<file path="config.mk">
export PLATFORM = sky130hd
export DESIGN_NAME = ldm_stm_sequencer
export DESIGN_NICKNAME = d
export VERILOG_FILES = /design/src/rtl/armcpu_pkg.sv /design/src/rtl/reg_list_scan.sv /design/src/rtl/ldm_stm_sequencer.sv
export SDC_FILE = /design/constraint.sdc
export NUM_CORES = 1
export LEC_CHECK = 0
export ABC_AREA = 0
export CAP_MARGIN = 0
export CORE_AREA = 3 3 145 147
export DETAILED_ROUTE_END_ITERATION = 6
export DIE_AREA = 0 0 148 150
export PLACE_DENSITY = 0.83
export SKIP_LAST_GASP = 1
export SYNTH_ARGS = -nofsm -noshare
export SYNTH_HDL_FRONTEND = slang
export SYNTH_SLANG_ARGS = --single-unit
export TNS_END_PERCENT = 10
</file>
<file path="constraint.sdc">
create_clock -name clk -period 11.2 [get_ports clk]
set_clock_uncertainty 0.2 [all_clocks]
set_input_delay 1.12 -clock clk [delete_from_list [all_inputs] [get_ports clk]]
set_output_delay 1.12 -clock clk [all_outputs]
set_load 0.005 [all_outputs]
</file>
<file path="src/rtl/armcpu_pkg.sv">
// Shared definitions for the ARM core datapath: sequencer states, word size,
// PC register index and the block-transfer addressing modes.
package armcpu_pkg;

  localparam int unsigned WORD_SIZE = 32;
  localparam int unsigned PC_IDX    = 15;

  typedef enum logic [1:0] {
    StIdle = 2'd0,
    StXfer = 2'd1,
    StWb   = 2'd2,
    StDone = 2'd3
  } seq_state_e;

  // Encoded directly as {p_bit, u_bit}.
  typedef enum logic [1:0] {
    ModeDa = 2'b00,
    ModeIa = 2'b01,
    ModeDb = 2'b10,
    ModeIb = 2'b11
  } xfer_mode_e;

  function automatic xfer_mode_e xfer_mode(input logic p_bit, input logic u_bit);
    return xfer_mode_e'({p_bit, u_bit});
  endfunction

endpackage

</file>
<file path="src/rtl/reg_list_scan.sv">
// Combinational scan of a register list: index of the lowest set bit, a
// non-empty flag and the population count.
module reg_list_scan #(
  parameter int unsigned NUM_REGS   = 16,
  parameter int unsigned ADDR_WIDTH = 4,
  parameter int unsigned CNT_WIDTH  = $clog2(NUM_REGS + 1)
) (
  input  logic [NUM_REGS-1:0]   i_list,
  output logic [ADDR_WIDTH-1:0] o_idx,
  output logic                  o_valid,
  output logic [CNT_WIDTH-1:0]  o_count
);

  // Scan from the top so the lowest set bit is the last assignment to stick.
  always_comb begin
    o_idx   = '0;
    o_count = '0;
    for (int i = NUM_REGS - 1; i >= 0; i--) begin
      if (i_list[i]) begin
        o_idx = ADDR_WIDTH'(i);
      end
    end
    for (int i = 0; i < NUM_REGS; i++) begin
      o_count = o_count + CNT_WIDTH'(i_list[i]);
    end
  end

  assign o_valid = |i_list;

endmodule

</file>
<file path="src/rtl/ldm_stm_sequencer.sv">
// LDM/STM block-transfer sequencer. Walks the register list one register per
// memory beat, writes loaded words straight into the register file (or PC for
// r15) and performs base writeback at the end, holding busy while active.
// Optional build macro: LDM_STM_ABORT_EN adds mem_abort / aborted.
module ldm_stm_sequencer
  import armcpu_pkg::*;
#(
  parameter int unsigned WORD_SIZE  = armcpu_pkg::WORD_SIZE,
  parameter int unsigned ADDR_WIDTH = 4,
  parameter int unsigned NUM_REGS   = 16
) (
  input  logic                  clk,
  input  logic                  reset,
  input  logic                  start,
  input  logic                  is_load,
  input  logic                  p_bit,
  input  logic                  u_bit,
  input  logic                  w_bit,
  input  logic [ADDR_WIDTH-1:0] base_reg,
  input  logic [WORD_SIZE-1:0]  base_val,
  input  logic [NUM_REGS-1:0]   reg_list,
  output logic [ADDR_WIDTH-1:0] rf_read_addr,
  input  logic [WORD_SIZE-1:0]  rf_read_data,
  output logic                  rd_we,
  output logic [ADDR_WIDTH-1:0] write_rd,
  output logic [WORD_SIZE-1:0]  rd_in,
  output logic                  pc_we,
  output logic [WORD_SIZE-1:0]  pc_in,
  output logic                  mem_req,
  output logic                  mem_we,
  output logic [WORD_SIZE-1:0]  mem_addr,
  output logic [WORD_SIZE-1:0]  mem_wdata,
  input  logic                  mem_ready,
  input  logic [WORD_SIZE-1:0]  mem_rdata,
  output logic                  busy,
`ifdef LDM_STM_ABORT_EN
  input  logic                  mem_abort,
  output logic                  aborted,
`endif
  output logic                  done
);

  localparam int unsigned CntWidth = $clog2(NUM_REGS + 1);

  seq_state_e r_state, w_state_next;

  logic [NUM_REGS-1:0]   r_list;
  logic [WORD_SIZE-1:0]  r_addr;
  logic [WORD_SIZE-1:0]  r_final_base;
  logic                  r_is_load;
  logic                  r_w;
  logic [ADDR_WIDTH-1:0] r_base_reg;
  logic                  r_wb_suppress;
  logic                  r_aborted;

  logic [NUM_REGS-1:0]   w_scan_list;
  logic [ADDR_WIDTH-1:0] w_idx;
  logic                  w_valid;
  logic [CntWidth-1:0]   w_count;
  logic [WORD_SIZE-1:0]  w_four_n;
  logic [WORD_SIZE-1:0]  w_start_addr;
  logic [WORD_SIZE-1:0]  w_final_base;
  logic [NUM_REGS-1:0]   w_list_rem;
  logic                  w_launch;
  logic                  w_beat;
  logic                  w_abort;
  logic                  w_beat_ok;
  logic                  w_last;

  // The scanner sees the incoming list while idle (for the launch popcount)
  // and the shrinking latched list while transferring.
  assign w_scan_list = (r_state == StIdle) ? reg_list : r_list;

  reg_list_scan #(
    .NUM_REGS   (NUM_REGS),
    .ADDR_WIDTH (ADDR_WIDTH),
    .CNT_WIDTH  (CntWidth)
  ) u_scan (
    .i_list  (w_scan_list),
    .o_idx   (w_idx),
    .o_valid (w_valid),
    .o_count (w_count)
  );

  assign w_launch   = (r_state == StIdle) && start;
  assign w_beat     = (r_state == StXfer) && mem_ready;
`ifdef LDM_STM_ABORT_EN
  assign w_abort    = w_beat && mem_abort;
`else
  assign w_abort    = 1'b0;
`endif
  assign w_beat_ok  = w_beat && !w_abort;
  assign w_list_rem = r_list & ~(NUM_REGS'(1) << w_idx);
  assign w_last     = (w_list_rem == '0);
  assign w_four_n   = WORD_SIZE'({w_count, 2'b00});
  assign w_final_base = u_bit ? (base_val + w_four_n) : (base_val - w_four_n);

  // Lowest address of the block; beats always ascend by 4 from here.
  always_comb begin
    case (xfer_mode(p_bit, u_bit))
      ModeIa:  w_start_addr = base_val;
      ModeIb:  w_start_addr = base_val + WORD_SIZE'(4);
      ModeDa:  w_start_addr = base_val - w_four_n + WORD_SIZE'(4);
      ModeDb:  w_start_addr = base_val - w_four_n;
      default: w_start_addr = base_val;
    endcase
  end

  // State register.
  always_ff @(posedge clk or posedge reset) begin
    if (reset) begin
      r_state <= StIdle;
    end else begin
      r_state <= w_state_next;
    end
  end

  // Next-state logic; an empty list with writeback still spends a WB cycle.
  always_comb begin
    w_state_next = r_state;
    case (r_state)
      StIdle: begin
        if (start) begin
          if (w_valid)    w_state_next = StXfer;
          else if (w_bit) w_state_next = StWb;
          else            w_state_next = StDone;
        end
      end
      StXfer: begin
        if (w_abort) begin
          w_state_next = StDone;
        end else if (w_beat && w_last) begin
          w_state_next = r_w ? StWb : StDone;
        end
      end
      StWb:    w_state_next = StDone;
      StDone:  w_state_next = StIdle;
      default: w_state_next = StIdle;
    endcase
  end

  // Operation context latched at launch; list and address advance per beat.
  always_ff @(posedge clk or posedge reset) begin
    if (reset) begin
      r_list        <= '0;
      r_addr        <= '0;
      r_final_base  <= '0;
      r_is_load     <= 1'b0;
      r_w           <= 1'b0;
      r_base_reg    <= '0;
      r_wb_suppress <= 1'b0;
      r_aborted     <= 1'b0;
    end else if (w_launch) begin
      r_list        <= reg_list;
      r_addr        <= w_start_addr;
      r_final_base  <= w_final_base;
      r_is_load     <= is_load;
      r_w           <= w_bit;
      r_base_reg    <= base_reg;
      // Loaded base wins over writeback; an empty list writes nothing.
      r_wb_suppress <= (is_load && reg_list[base_reg]) || (reg_list == '0);
      r_aborted     <= 1'b0;
    end else if (w_abort) begin
      r_list    <= '0;
      r_aborted <= 1'b1;
    end else if (w_beat_ok) begin
      r_list <= w_list_rem;
      r_addr <= r_addr + WORD_SIZE'(4);
    end
  end

  // Outputs decoded from state; load data is forwarded in the completing cycle.
  always_comb begin
    rf_read_addr = '0;
    rd_we        = 1'b0;
    write_rd     = '0;
    rd_in        = '0;
    pc_we        = 1'b0;
    pc_in        = '0;
    mem_req      = 1'b0;
    mem_we       = 1'b0;
    mem_addr     = '0;
    mem_wdata    = '0;
    done         = 1'b0;
`ifdef LDM_STM_ABORT_EN
    aborted      = 1'b0;
`endif
    case (r_state)
      StXfer: begin
        mem_req      = 1'b1;
        mem_we       = !r_is_load;
        mem_addr     = r_addr;
        rf_read_addr = w_idx;
        mem_wdata    = rf_read_data;
        if (w_beat_ok && r_is_load) begin
          if (w_idx == ADDR_WIDTH'(PC_IDX)) begin
            pc_we = 1'b1;
            pc_in = mem_rdata;
          end else begin
            rd_we    = 1'b1;
            write_rd = w_idx;
            rd_in    = mem_rdata;
          end
        end
      end
      StWb: begin
        if (!r_wb_suppress) begin
          rd_we    = 1'b1;
          write_rd = r_base_reg;
          rd_in    = r_final_base;
        end
      end
      StDone: begin
        done = 1'b1;
`ifdef LDM_STM_ABORT_EN
        aborted = r_aborted;
`endif
      end
      default: ;
    endcase
  end

  assign busy = (r_state != StIdle);

endmodule
</file>
Yosys cells after proc, flatten, opt, wreduce, memory -nomap -nowiden
Cells that the tools add are included.
Word-level totals
  bits in registers: 89
  bits of input ports: 124
  output and inout port bits: 142
  logic and storage cells: 111
Operators by class
  $add $sub $neg: 20
  order comparisons: 1
  eq/ne operators: 9
  shift-type cells: 1
  multiplexer cells: 55
  bitwise operators: 2
  reduce and logical (&&, ||, !) cells: 15
Operator list (count)
  $mux 32: 11
  $pmux 32 s4: 1
  $add 32x3->32 const B: 3
  $mux 4: 20
  $add 5x1->5: 14
  $pmux 32 s2: 1
  $mux 16: 3
  $add 32x7->32: 1
  $logic_not 16->1: 2
  $sub 32x7->32: 1
  $and 16x16->16: 1
  $not 16->16: 1
  $reduce_or 16->1: 1
  $shl 1x4->16 const A: 1
  $mux 1: 12
  $eq 2x2->1 const B: 4
  $pmux 2 s4: 1
  $pmux 4 s2: 1
  $mux 2: 3
  $logic_and 1x1->1: 5
  $lt 4x5->1 const B: 1
  $bmux 1 s4: 1
  $eq 2x1->1 const B: 2
  $eq 4x4->1 const B: 1
  9 further kinds: 11

Depth between registers and ports, before layout
Gate-level depths: netlist (run 1).
  depth after elaboration: 25
  mapped depth: 32
  gate-level depth less buffers: 29

Modules after synthesis
Synthesis (run 1) repeated with hierarchy kept, for this count alone.
Unflattened totals
  cell total of the unflattened synthesis: 1355
  area, all modules: 10227.3 µm²
By module, submodules not included
  ldm_stm_sequencer: times used 1, cells an instance 1281, area an instance 9638.0 µm², sequential area each 2227.1 µm²
  reg_list_scan: times used 1, cells an instance 74, area an instance 589.3 µm², sequential area each 0.0 µm²

Least setup slack after synthesis (run 1)
OpenSTA, ideal clock, no wires.
  path kind: reg-to-reg
  start point: register r_state[0]
  end point: register r_addr[17]
  setup time: 141 ps
  data arrival time: 7415 ps
  data required time: 10859 ps
  setup slack: 3444 ps
  cell stages (with the launch flop): 27
  buffers on the path: 3
  period minus slack after synthesis: 7756 ps
  cell sequence: dfrtp_1 > inv_1 > ha_1 > buf_2 > buf_2 > clkbuf_1 > o21ai_0 > fa_1 > inv_1 > fa_1 > fa_1 > fa_1 > fa_1 > fa_1 > nor2b_1 > o21a_1 > inv_1 > ha_1 > nor3b_1 > nand2_1 > nor4_2 > nor4b_1 > o21ai_0 > nor4b_1 > mux2i_1 > mux2i_1 > a31oi_1
On the way
  cells in the longest elaborated chain, start to end: 21
  elaborated cells between the ends (all ways): 25
  those cells by class: add/sub: 17; eq/ne: 1; mux: 3; reduce/logical: 4
Ends and longest elaborated chain
  start, declared: line ldm_stm_sequencer.sv:45  | seq_state_e r_state, w_state_next;
  start signal, assigned: line ldm_stm_sequencer.sv:112  | r_state <= StIdle;
  start signal, assigned: line ldm_stm_sequencer.sv:114  | r_state <= w_state_next;
  $logic_not 2->1: line ldm_stm_sequencer.sv:72, ldm_stm_sequencer.sv:85
  $mux 16: line ldm_stm_sequencer.sv:72  | assign w_scan_list = (r_state == StIdle) ? reg_list : r_list;
  $add 1x1->2: line reg_list_scan.sv:24  | o_count = o_count + CNT_WIDTH'(i_list[i]);
  $add 5x1->5 (14 in a row): line reg_list_scan.sv:24
  $sub 32x7->32: line ldm_stm_sequencer.sv:103, ldm_stm_sequencer.sv:104
  $add 32x3->32: line ldm_stm_sequencer.sv:103  | ModeDa: w_start_addr = base_val - w_four_n + WORD_SIZE'(4);
  $pmux 32 s4: line ldm_stm_sequencer.sv:100  | case (xfer_mode(p_bit, u_bit))
  $mux 32: line ldm_stm_sequencer.sv:153  | end else if (w_launch) begin
  end signal, assigned: line ldm_stm_sequencer.sv:155  | r_addr <= w_start_addr;
  end signal, assigned: line ldm_stm_sequencer.sv:168  | r_addr <= r_addr + WORD_SIZE'(4);
  end, declared: line ldm_stm_sequencer.sv:48  | logic [WORD_SIZE-1:0] r_addr;
Parallel ways exist; a longest one is shown, timed or not.
A chain may end at the register's enable or synchronous reset.

Worst setup path after layout (run 1)
  start point: input port reg_list[1]
  end point: register r_addr[26]
On the way
  cells in the longest elaborated chain, start to end: 20
Ends and longest elaborated chain
  start, declared: line ldm_stm_sequencer.sv:21  | input logic [NUM_REGS-1:0] reg_list,
  $mux 16 *: line ldm_stm_sequencer.sv:72
  $add 1x1->2 *: line reg_list_scan.sv:24
  $add 5x1->5 * (14 in a row): line reg_list_scan.sv:24
  $sub 32x7->32 *: line ldm_stm_sequencer.sv:103, ldm_stm_sequencer.sv:104
  $add 32x3->32: line ldm_stm_sequencer.sv:103
  $pmux 32 s4 *: line ldm_stm_sequencer.sv:100
  $mux 32 *: line ldm_stm_sequencer.sv:153
Every way passes the cells marked *; elsewhere a longest branch is shown, timed or not.

==> reports/results.ini, run 1 <==
[routing]
dr.pass1.iters=6
wl_per_cell_um=22.4
drc=0
drt_iter0_markers=1192
drt-vias-per-instance=6.37
routed_wl_um=41300
drtAntennaViolNets=0
vias=11700

[setup_path]
cp_data_arrival_time_ns=8.82
crit_path_end_kind=flop
crit_type=input pin to flop
rr_startpoint=r_state[0]
reg2reg_depth=23
rrSetupSlack_ns=2.42
r2r-end=r_addr[26]
start_kind=input pin
cp.required_ns=11.23
cp_max_fo=10

[clock_network]
cts_root_buf=clkbuf_16
clock_path_buffers=2
clock_latency_ns=0.35
cts_made_buffers=9
postCtsHoldBufs=0
cts.sinks=89
clkTransAtPathRegs_ns=0.08
htree_levels=3
post-cts-setup-buffers=0
cts.repair.resized=0
cts_tree=built

[die]
core-area_um2=20000
die_y_um=150
start_util_pct=50.5
ios=266
row_count=52
die_w_um=148
die-area_um2=22200

[synthesis]
synth_ff_type=dfrtp_1
ys_warn_count=0
ys_seq_area_share_pct=22.0
ys_types=85
synth_fp_nets=1531
synth.cell_area_um2=10100
synth_area_per_cell_um2=7.40
synth-edff-count=0
yosys_register_bits=89
syn_inst=1368
synth-async-reset-ratio_pct=100

[timing]
setup_violations=0
hold_ws_ns=0.278
layout_worst_path_cycle_share_pct=78.5
relSlewSlack_pct=39.7
rsz0062_at_grt=no
tns_ns=0
fin_crit_ns=8.79
hold_violations=0
maxSlewViolCount=0
timing.fmax_mhz=114
tightest_slew_ns=0.902

[global_routing]
grt_util_met1_pct=46.9
grt_max_degree=86
grtUsageMet2_pct=56.7
track_usage_pct=35.9
grt_pass1_vias=10800
grt.overflow.total=0
use_met3_pct=9.54
antenna_found_initial=5
busiest_layer=met2
grt_pass1_wl_um=62800

[final_layout]
layout_commonest_cell=clkdlybuf4s50_1
fillerInstances=1760
final_cell_mix=clkdlybuf4s50_1 (265), nand2_1 (165), nor2_1 (112)
final_layout_size_suffix_gt1_share_pct=4.91
largest_registers=r_addr (32), r_final_base (32), r_list (16)
nets=1727
area_delta_synth_final_pct=30.1
design_area_um2=13200

[status]
outcome=finished, final reports clean

[worst_hold_path]
min_path_type=flop to flop
worstHoldPathCells=2
hold_end=r_addr[1]
hp-start=r_addr[1]

[job]
cap_violations=0

[placed_design]
numPortBuffers=265
dp_hpwl_um=32000
dpl-instance-area_um2=12900
gp_congestion=1.03

logic make-up after synthesis:
| family | synth area share (%) |
|---|---|
| AOI/OAI and AO/OA | 21.7 |
| buffers and inverters | 5.64 |
| and+or+nand+nor | 32.1 |
| xor gates and xnor gates | 8.31 |
| adders and majority gates | 5.71 |
| DFF | 22.0 |
| muxes | 4.48 |
per-layer routing:
layer | routed length, um | vias to the layer above
met5 | 13 | -
met4 | 1600 | 2
met3 | 4660 | 123
met2 | 18600 | 734
met1 | 16400 | 5577
li1 | - | 5301
Yosys cell counts, drive strengths merged (22+ instances only):
cell type,count,area (um2)
a21oi,48,240
a22oi,39,293
a31oi,22,138
and2,111,694
clkbuf,83,312
dfrtp,89,2230
ha,27,338
inv,47,176
mux2i,25,250
nand2,167,629
nand3,33,170
nand4,24,150
nor2,113,427
nor3,55,285
nor4,24,178
o21ai,96,480
xnor2,62,543
xor2,34,298
worst max-delay path by stage:
stage,startpoint,end,slack (ns),depth (start not counted)
2_1_floorplan,r_state[0],r_addr[17],3.44,26
3_3_place_gp,reg_list[1],r_addr[17],2.30,24
3_5_place_dp,reg_list[1],r_addr[26],2.23,23
4_1_cts,reg_list[1],r_addr[17],2.59,24
5_1_grt,r_state[0],r_addr[26],1.95,22
6_report,reg_list[1],r_addr[26],2.41,23
worst max-delay path, cell delays in order:
cell	delay, ns
clkdlybuf4s50_1	0.60
mux2_2	0.23
inv_1	0.06
ha_1	0.33
inv_1	0.09
fa_1	0.44
fa_1	0.49
fa_1	0.54
fa_1	0.43
fa_1	0.44
fa_1	0.42
nor2b_1	0.13
o21a_1	0.18
inv_1	0.06
ha_1	0.24
nor3b_1	0.55
nand3_1	0.50
or4_1	0.64
a221oi_1	0.60
and2b_1	0.28
nand4b_1	0.14
xnor2_1	0.19
o221ai_1	0.12
final cells by class:
class,instances,area [um2],area share [%]
antenna,3,7.51,0.0570
clock buffer,10,229,1.74
clock inverter,6,47.5,0.361
inverter,50,189,1.44
multi-input combinational,1131,7340,55.8
sequential,89,2230,16.9
tap,270,338,2.57
timing repair buffer,283,2790,21.2
stage by stage:
stage	setup slack [ns]	cells	util, %
floorplan	3.44	1368	-
global placement	2.30	1822	64.2
detailed placement	2.23	1822	64.2
CTS	2.59	1838	65.6
global route	1.95	1842	65.7
finish	2.41	1842	65.7
Power of run 1 is not shown: default switching activity piles up to over one toggle a cycle in this logic, so the estimate is an artifact.
==> run 2, diff against run 1 <==
- clock period: 11.2 -> 8.35 ns (I/O delays scaled with it)
==> reports/results.ini, run 2 (synthesis gave the netlist of run 1 again) <==
[worst_hold_path]
min_path_type=flop to flop
worstHoldPathCells=2  ; unchanged

[timing]
tightest_slew_ns=1.00  ; +0.0996 ns
layout_worst_path_cycle_share_pct=96.4
maxSlewViolCount=0  ; unchanged
relSlewSlack_pct=32.3  ; -7.5 points
fin_crit_ns=8.05
hold_violations=0  ; unchanged
setup_violations=0  ; unchanged
rsz0062_at_grt=yes
timing.fmax_mhz=124

[global_routing]
track_usage_pct=37.6  ; +1.7 points
grt_max_degree=77  ; -10%
grt_pass1_wl_um=65000  ; +3.6%
grt.overflow.total=0  ; unchanged
antenna_found_initial=6  ; +1
grt_pass1_vias=10700  ; -0.86%

[clock_network]
clock_latency_ns=0.36  ; about the same
cts_tree=built
clock_path_buffers=2  ; unchanged
cts_made_buffers=9  ; unchanged
cts_root_buf=clkbuf_16
post-cts-setup-buffers=0  ; unchanged
htree_levels=3  ; unchanged
clkTransAtPathRegs_ns=0.07  ; about the same
cts.sinks=89  ; unchanged

[setup_path]
crit_path_end_kind=flop
cp_data_arrival_time_ns=8.07  ; -0.75 ns
reg2reg_depth=24  ; +4.3%
crit_type=flop to flop
cp.required_ns=8.37  ; -2.86 ns
cp_max_fo=19  ; +9
start_kind=flop

[routing]
wl_per_cell_um=22.9  ; +2.3%
vias=11900  ; +1.2%
routed_wl_um=43300  ; +4.9%
drc=0  ; unchanged
dr.pass1.iters=7  ; +1
drt-vias-per-instance=6.29  ; -1.4%
drt_iter0_markers=1405  ; +18%
drtAntennaViolNets=0  ; unchanged

[die]
die_y_um=150  ; unchanged
core-area_um2=20000  ; unchanged
die-area_um2=22200  ; unchanged
row_count=52  ; unchanged
die_w_um=148  ; unchanged
ios=266  ; unchanged
start_util_pct=50.5  ; unchanged

[final_layout]
final_cell_mix=clkdlybuf4s50_1 (265), nand2_1 (165), nor2_1 (112)
final_layout_size_suffix_gt1_share_pct=7.69  ; +2.8 points
nets=1770  ; +2.5%
final_cells=1889  ; +2.6%
fillerInstances=1757  ; -0.17%
area_delta_synth_final_pct=33.7
layout_commonest_cell=clkdlybuf4s50_1
largest_registers=r_addr (32), r_final_base (32), r_list (16)

[placed_design]
dp_hpwl_um=33600  ; +5.0%
placed_cells=1866  ; +2.4%
gp_congestion=1.03  ; about the same
numPortBuffers=265  ; unchanged

[job]
cap_violations=0  ; unchanged

[status]
outcome=finished, final reports clean

[run 2: final cells by class]
class	count	area [um2]	area share (%)
Tap cell	270	338	2.50
Timing Repair Buffer	326	3110	23.0
Clock buffer	9	225	1.66
Clock inverter	7	67.6	0.499
Sequential cell	89	2230	16.5
Antenna cell	7	17.5	0.129
Inverter	50	189	1.40
Multi-Input combinational cell	1131	7350	54.4
[run 2: worst paths after layout]
| path | startpoint | slack, ns | end |
|---|---|---|---|
| min in group asynchronous | reset | 0.63 | r_final_base[30] |
| worst min register to register | r_addr[0] | 0.27 | r_addr[0] |
| max in group asynchronous | reset | 6.11 | r_list[10] |
| worst min-delay path | r_addr[0] | 0.27 | r_addr[0] |
| worst max register to register | r_state[0] | 0.30 | r_addr[30] |
| worst max-delay path | r_state[0] | 0.30 | r_addr[30] |
[run 2: per-stage QoR]
| stage | util (%) | TNS, ns | setup slack, ns | area, um2 | hold slack (ns) |
|---|---|---|---|---|---|
| final | 67.5 | 0 | 0.302 | 13500 | 0.269 |
| after global routing | 67.5 | -0.112 | -0.112 | 13500 | 0.305 |
| after CTS | 67.4 | 0 | 0.254 | 13500 | 0.271 |
| after detailed placement | 65.9 | 0 | 0.140 | 13200 | 0.255 |
| after global placement | 65.9 | 0 | 0.290 | 13200 | 0.252 |
| after floorplan | - | 0 | 0.594 | 10100 | 0.238 |
[run 2: timing repair]
action / in CTS / in global routing
gates resized for setup: 0 / 3
hold buffers: 0 / 0
setup endpoints to repair: 0 / 13
[run 2: routing by layer]
layer	GRT usage, %	up-vias	routed length [um]
met4	11.2	0	1190
met5	0	-	0
met2	57.4	803	19200
met1	52.7	5583	17400
li1	-	5390	-
met3	9.51	97	5570
[run 2: critical path, stage by stage (launching register included)]
cell and delay, ns:
dfrtp_1 0.42, inv_1 0.10, ha_2 0.33, buf_4 0.32, mux2_2 0.42, inv_1 0.09
fa_1 0.45, fa_1 0.52, fa_1 0.54, fa_1 0.44, fa_1 0.43, fa_1 0.42
xnor2_1 0.26, inv_1 0.09, ha_1 0.23, nor2b_1 0.16, o21ai_0 0.22, nand3_1 0.28
or4_1 0.59, a221oi_1 0.45, buf_4 0.20, nor3b_1 0.20, nand4_1 0.22, mux2i_1 0.20
o21ai_0 0.10
Power of run 2 is left out for the same reason.
